File: src/rtl/sincos_pkg.sv
// Shared constants and types for the sin/cos Horner sequencer.
package sincos_pkg;

  localparam logic [31:0] FP_ONE  = 32'h3F80_0000;
  localparam logic [31:0] FP_QNAN = 32'h7FC0_0000;

  typedef enum logic [3:0] {
    ST_IDLE    = 4'd0,
    ST_SQ      = 4'd1,
    ST_SIN_MUL = 4'd2,
    ST_SIN_ADD = 4'd3,
    ST_SIN_FIN = 4'd4,
    ST_COS_MUL = 4'd5,
    ST_COS_ADD = 4'd6,
    ST_FIN     = 4'd7,
    ST_ABORT   = 4'd8
  } state_e;

  typedef enum logic {
    FPU_MUL = 1'b0,
    FPU_ADD = 1'b1
  } fpu_op_e;

  // Taylor coefficients of sin(x)/x in powers of x^2: 1, -1/6, 1/120, ...
  function automatic logic [31:0] s_coef(input logic [2:0] k);
    case (k)
      3'd0:    s_coef = FP_ONE;
      3'd1:    s_coef = 32'hBE2A_AAAB;
      3'd2:    s_coef = 32'h3C08_8889;
      3'd3:    s_coef = 32'hB950_0D01;
      3'd4:    s_coef = 32'h3638_EF1D;
      default: s_coef = 32'hB2D7_322B;
    endcase
  endfunction

  // Taylor coefficients of cos(x) in powers of x^2: 1, -1/2, 1/24, ...
  function automatic logic [31:0] c_coef(input logic [2:0] k);
    case (k)
      3'd0:    c_coef = FP_ONE;
      3'd1:    c_coef = 32'hBF00_0000;
      3'd2:    c_coef = 32'h3D2A_AAAB;
      3'd3:    c_coef = 32'hBAB6_0B61;
      3'd4:    c_coef = 32'h37D0_0D01;
      3'd5:    c_coef = 32'hB493_F27E;
      default: c_coef = 32'h310F_76C7;
    endcase
  endfunction

endpackage

File: src/rtl/sincos_seq.sv
// Drives a shared FP32 mul/add unit through Horner evaluation of sin and cos,
// one outstanding operation at a time, with an FPU-ack timeout abort.
module sincos_seq
  import sincos_pkg::*;
#(
  parameter int unsigned TIMEOUT = 255
) (
  input  logic        clk,
  input  logic        n_rst,
  input  logic        start,
  input  logic [31:0] opx,
  output logic        busy,
  output logic        done,
  output logic        err,
  output logic [31:0] sine_result,
  output logic [31:0] cosine_result,
  output logic        fpu_req,
  output logic        fpu_op,
  output logic [31:0] fpu_a,
  output logic [31:0] fpu_b,
  input  logic        fpu_ack,
  input  logic [31:0] fpu_result
);

  localparam logic [15:0] TO_LAST = 16'(TIMEOUT - 1);

  state_e      state;
  fpu_op_e     op_r;
  logic [2:0]  idx;
  logic [15:0] to_cnt;
  logic [31:0] x_r;
  logic [31:0] x2_r;
  logic [31:0] acc_r;
  logic [31:0] sin_r;

  state_e      nxt_state;
  fpu_op_e     nxt_op;
  logic [2:0]  nxt_idx;
  logic [31:0] nxt_a;
  logic [31:0] nxt_b;

  assign fpu_op = op_r;

  // Operation issued at the end of the idle gap that follows each ack.
  always_comb begin
    nxt_state = state;
    nxt_op    = FPU_MUL;
    nxt_idx   = idx;
    nxt_a     = acc_r;
    nxt_b     = x2_r;
    case (state)
      ST_SQ: begin
        nxt_state = ST_SIN_MUL;
        nxt_idx   = 3'd4;
        nxt_a     = s_coef(3'd5);
      end
      ST_SIN_MUL: begin
        nxt_state = ST_SIN_ADD;
        nxt_op    = FPU_ADD;
        nxt_b     = s_coef(idx);
      end
      ST_SIN_ADD: begin
        if (idx == 3'd0) begin
          nxt_state = ST_SIN_FIN;
          nxt_b     = x_r;
        end else begin
          nxt_state = ST_SIN_MUL;
          nxt_idx   = idx - 3'd1;
        end
      end
      ST_SIN_FIN: begin
        nxt_state = ST_COS_MUL;
        nxt_idx   = 3'd5;
        nxt_a     = c_coef(3'd6);
      end
      ST_COS_MUL: begin
        nxt_state = ST_COS_ADD;
        nxt_op    = FPU_ADD;
        nxt_b     = c_coef(idx);
      end
      ST_COS_ADD: begin
        if (idx == 3'd0) begin
          nxt_state = ST_FIN;
        end else begin
          nxt_state = ST_COS_MUL;
          nxt_idx   = idx - 3'd1;
        end
      end
      default: ;
    endcase
  end

  always_ff @(posedge clk or negedge n_rst) begin
    if (!n_rst) begin
      state         <= ST_IDLE;
      op_r          <= FPU_MUL;
      idx           <= 3'd0;
      to_cnt        <= 16'd0;
      x_r           <= 32'd0;
      x2_r          <= 32'd0;
      acc_r         <= 32'd0;
      sin_r         <= 32'd0;
      busy          <= 1'b0;
      done          <= 1'b0;
      err           <= 1'b0;
      sine_result   <= 32'd0;
      cosine_result <= 32'd0;
      fpu_req       <= 1'b0;
      fpu_a         <= 32'd0;
      fpu_b         <= 32'd0;
    end else begin
      done <= 1'b0;
      err  <= 1'b0;
      case (state)
        ST_IDLE: begin
          if (start) begin
            state   <= ST_SQ;
            x_r     <= opx;
            op_r    <= FPU_MUL;
            fpu_a   <= opx;
            fpu_b   <= opx;
            fpu_req <= 1'b1;
            busy    <= 1'b1;
            to_cnt  <= 16'd0;
          end
        end
        ST_FIN, ST_ABORT: state <= ST_IDLE;
        default: begin
          if (fpu_req) begin
            if (fpu_ack) begin
              fpu_req <= 1'b0;
              to_cnt  <= 16'd0;
              case (state)
                ST_SQ:      x2_r  <= fpu_result;
                ST_SIN_FIN: sin_r <= fpu_result;
                default:    acc_r <= fpu_result;
              endcase
            end else if (to_cnt == TO_LAST) begin
              state         <= ST_ABORT;
              fpu_req       <= 1'b0;
              to_cnt        <= 16'd0;
              busy          <= 1'b0;
              done          <= 1'b1;
              err           <= 1'b1;
              sine_result   <= FP_QNAN;
              cosine_result <= FP_QNAN;
            end else begin
              to_cnt <= to_cnt + 16'd1;
            end
          end else if (nxt_state == ST_FIN) begin
            state         <= ST_FIN;
            busy          <= 1'b0;
            done          <= 1'b1;
            sine_result   <= sin_r;
            cosine_result <= acc_r;
          end else begin
            state   <= nxt_state;
            idx     <= nxt_idx;
            op_r    <= nxt_op;
            fpu_a   <= nxt_a;
            fpu_b   <= nxt_b;
            fpu_req <= 1'b1;
          end
        end
      endcase
    end
  end

endmodule

File: config.mk
export PLATFORM = sky130hd
export DESIGN_NAME = sincos_seq
export DESIGN_NICKNAME = d
export VERILOG_FILES = /design/src/rtl/sincos_pkg.sv /design/src/rtl/sincos_seq.sv
export SDC_FILE = /design/constraint.sdc
export NUM_CORES = 1
export LEC_CHECK = 0
export ABC_CLOCK_PERIOD_IN_PS = 2940
export CORE_ASPECT_RATIO = 0.8
export CORE_UTILIZATION = 54
export DETAILED_ROUTE_END_ITERATION = 16
export PLACE_DENSITY = 0.92
export SLEW_MARGIN = 10
export SYNTH_ARGS = -nofsm -noshare
export SYNTH_HDL_FRONTEND = slang
export SYNTH_SLANG_ARGS = --single-unit
File: constraint.sdc
create_clock -name clk -period 2.94 [get_ports clk]
set_input_delay 0.441 -clock clk [delete_from_list [all_inputs] [get_ports clk]]
set_output_delay 0.441 -clock clk [all_outputs]
set_load 0.02 [all_outputs]
==> summary.md <==
| Metric | Value |
|---|---|
| Status | finished, final reports clean |
| Resize count post-CTS | 0 |
| Reg2Reg Launch Point | state[0] |
| Vias | 10,900 |
| Layout area overhead | 26.9% |
| Xor and xnor fraction of the mapped netlist area | 0.0673% |
| I/O Buffers | 200 |
| Max-slew headroom | 29.1% |
| Pre-CTS WS | 362 ps |
| EDFF count, synth | 0 |
| H-tree levels | 1 |
| Max_cap viols | 0 |
| Slew at the pin closest to its max-slew limit | 1060 ps |
| Rows | 50 |
| Worst Path Arrival | 3050 ps |
| DRC viols | 0 |
| RD Place Congestion | 0.967 |
| Vias in the first global route | 10,700 |
| Main synth FF type | dfrtp_1 |
| Post-Synthesis Cells | 1,129 |
| DR pass1 iterations | 6 |
| Most common cell in the netlist | dfrtp_1 |
| Synthesized area | 0.0130 mm^2 |
| I/O pins | 201 |
| Pwr/cell area | 1230 mW/mm^2 |
| Starting Density | 55.3% |
| Critical path startpoint | state[0] |
| DP Wirelength | 26,600 um |
| Setup TNS | 0 ps |
| First-pass GRT wire length | 61,500 um |
| Via density | 6.61 |
| Ant diodes | 0 |
| Final #Nets | 1,397 |
| Share of the synthesized area in the top cell type | 54.6% |
| Main combinational cell family by area after synthesis | compound AO/OA/AOI/OAI gates |
| Detail Route Antenna Nets | 0 |
| Synth area leader | dfrtp_1 |
| Final wirelength | 39,300 um |
| Largest net degree at the start of global routing | 80 |
| FF+latch count, synth | 284 |
| Final setup viols | 0 |
| CP Capture Type | register |
| Seq pwr share | 35.5% |
| Longest Clk Path Bufs | 3 |
| Peak supply drop | 0.621 mV |
| Max Used Layer | met4 |
| Slew Limit Fails | 0 |
| Maximum fanout along the worst path | 23 |
| Clock share of power | 18.2% |
| DR WL met2 | 18,200 um |
| Synth Area in Simple Gates | 8.34% |
| Worst-path clk slew | 60 ps |
| Tot GR Track Use | 31.9% |
| Global route overflow | 0 |
| Fill count | 1,569 |
| Worst min path class | in -> async |
| Core Region | 0.0235 mm^2 |
| Clk_lat worst skew | 530 ps |
| Fraction of layout cells with a size suffix above 1 | 19.6% |
| Chip height | 141 um |
| Mux contribution to synthesized area | 11.6% |
| CTS tree | built |
| Tmin final | 2640 ps |
| Sequential area share after synthesis | 54.6% |
| Commonest cells in the netlist | dfrtp_1 (284), mux2_2 (131), nand2_1 (78) |
| WL met3 | 4000 um |
| Final hold viol count | 0 |
| PnR worst setup slack | 296 ps |
| Critical path type | reg -> reg |
| Pint | 0.0123 W |
| CTS Buf Count | 27 |
| CTS root buf | clkbuf_16 |
| LEAKAGE | 6.99 nW |
| Req. time, crit path | 3350 ps |
| Drt wl/cell | 23.8 um |
| CP startpoint kind | register |
| CTS sink cnt | 284 |
| YS warnings | 0 |
| Mapped Nets | 1,204 |
| NetSw | 0.00800 W |
| Final worst-path cycle share | 89.9% |
| Net Sw Frac | 39.4% |
| Combinational Power Share | 46.3% |
| Clock skew | 12.9 ps |
| Die width | 176 um |
| Antenna violations before repair | 0 |
| Drt first-iter violations | 1,122 |
| Unique masters post-synth | 82 |
| Synth Area in Adders | 0.673% |
| Unrepaired setup endpoints after global routing | false |
| Metal1 wirelength | 15,800 um |
| Mean post-synth cell area | 11.5 um^2 |
| Fmax | 378 MHz |
| Synth Area in Compound Gates | 21.3% |
| Async SR Flop Fraction | 100% |
| Util after Layout | 70.2% |
| Synth area leaders | dfrtp_1 (55%), mux2_2 (11%), o2bb2ai_1 (3.4%) |
| Die area | 0.0247 mm^2 |
cell type report:
class                      instances  area [um^2]  area share, %
tap                              312          390           2.36
clock buffer                      39          831           5.03
inverter                          11         41.3          0.250
sequential                       284         7110           43.0
multi-input combinational        745         5530           33.5
clock inverter                     7          116          0.704
timing repair buffer             253         2510           15.2
layer usage:
metal / vias to the layer above / global-route usage, %
met5: - / 0
met4: 0 / 9.79
met3: 121 / 6.55
met2: 706 / 49.6
met1: 5442 / 45.2
li1: 4649 / -
final timing paths:
check / end / slack [ps] / cells past startpoint
worst min register to register: fpu_b[24] / 480 / 2
worst min-delay path: sine_result[7] / 480 / 2
worst max-delay path: acc_r[11] / 300 / 6
worst max register to register: acc_r[11] / 300 / 6
min in group clk: fpu_b[24] / 480 / 2
max in group asynchronous: fpu_b[3] / 1610 / 3
power groups by stage:
stage,registers [W],logic [W],clock network [W]
after floorplan,0.00778,0.00461,0
after global placement,0.00707,0.00887,0
after detailed placement,0.00715,0.00922,0
after CTS,0.00714,0.00932,0.00371
after global routing,0.00735,0.00999,0.00386
final,0.00720,0.00939,0.00370
sequential cells by signal, summed over array words and instances, names as in the netlist, 3 cells and up:
| name | flops |
|---|---|
| x2_r | 32 |
| to_cnt | 16 |
| x_r | 32 |
| fpu_a | 32 |
| sine_result | 32 |
| acc_r | 32 |
| state | 4 |
| cosine_result | 32 |
| sin_r | 32 |
| fpu_b | 32 |
| idx | 3 |
metrics by stage:
| stage | instances | power (W) | cell area, um^2 | hold slack (ps) |
|---|---|---|---|---|
| final | 1651 | 0.0203 | 16500 | 479 |
| after global routing | 1651 | 0.0212 | 16500 | 497 |
| after CTS | 1651 | 0.0202 | 16500 | 484 |
| after detailed placement | 1604 | 0.0164 | 15600 | 470 |
| after global placement | 1604 | 0.0159 | 15600 | 462 |
| after floorplan | 1129 | 0.0124 | 13000 | 145 |
worst max-delay path, stage by stage (launching register included):
cell and delay, ps:
dfrtp_1 570, or3_1 240, and2_0 350, nand3_1 350, nor2_4 230, buf_4 360
mux2_2 400
cells by family after synthesis:
kind of cell	after synthesis
flops	284
simple gates	225
fa+ha+maj	7
xor+xnor	1
compound gates	378
buf+inv	100
mux	134
cells in the final DEF, fill, tap and decap left out, types with 4 or more instances in the layout:
cell and instances:
dfrtp_1 283, clkdlybuf4s50_1 199, mux2_2 131, nand2_1 78, o21ai_0 61, nor2_1 60, o2bb2ai_1 51, a22oi_1 47
a21oi_1 46, buf_4 44, o22ai_1 28, clkbuf_16 27, o31ai_1 26, nand3_1 18, a221oi_1 18, a211oi_1 14
nor3_1 11, a21o_1 11, clkbuf_8 11, inv_1 10, a2bb2oi_2 10, a31oi_1 9, and3_1 8, a2bb2oi_1 8
buf_12 8, nand2b_1 7, ha_1 7, a221o_1 6, or3_1 5, nand4_1 5, or2_2 4, nor2b_1 4
nor2_4 4, a22o_1 4, a211o_1 4
timing repair:
| item | 4_1_cts | 5_1_grt |
|---|---|---|
| buffers inserted | 0 | 0 |
| hold buffers | 1 | 0 |
| hold endpoints to repair | 73 | 0 |
(Power assumes the default switching activity.)
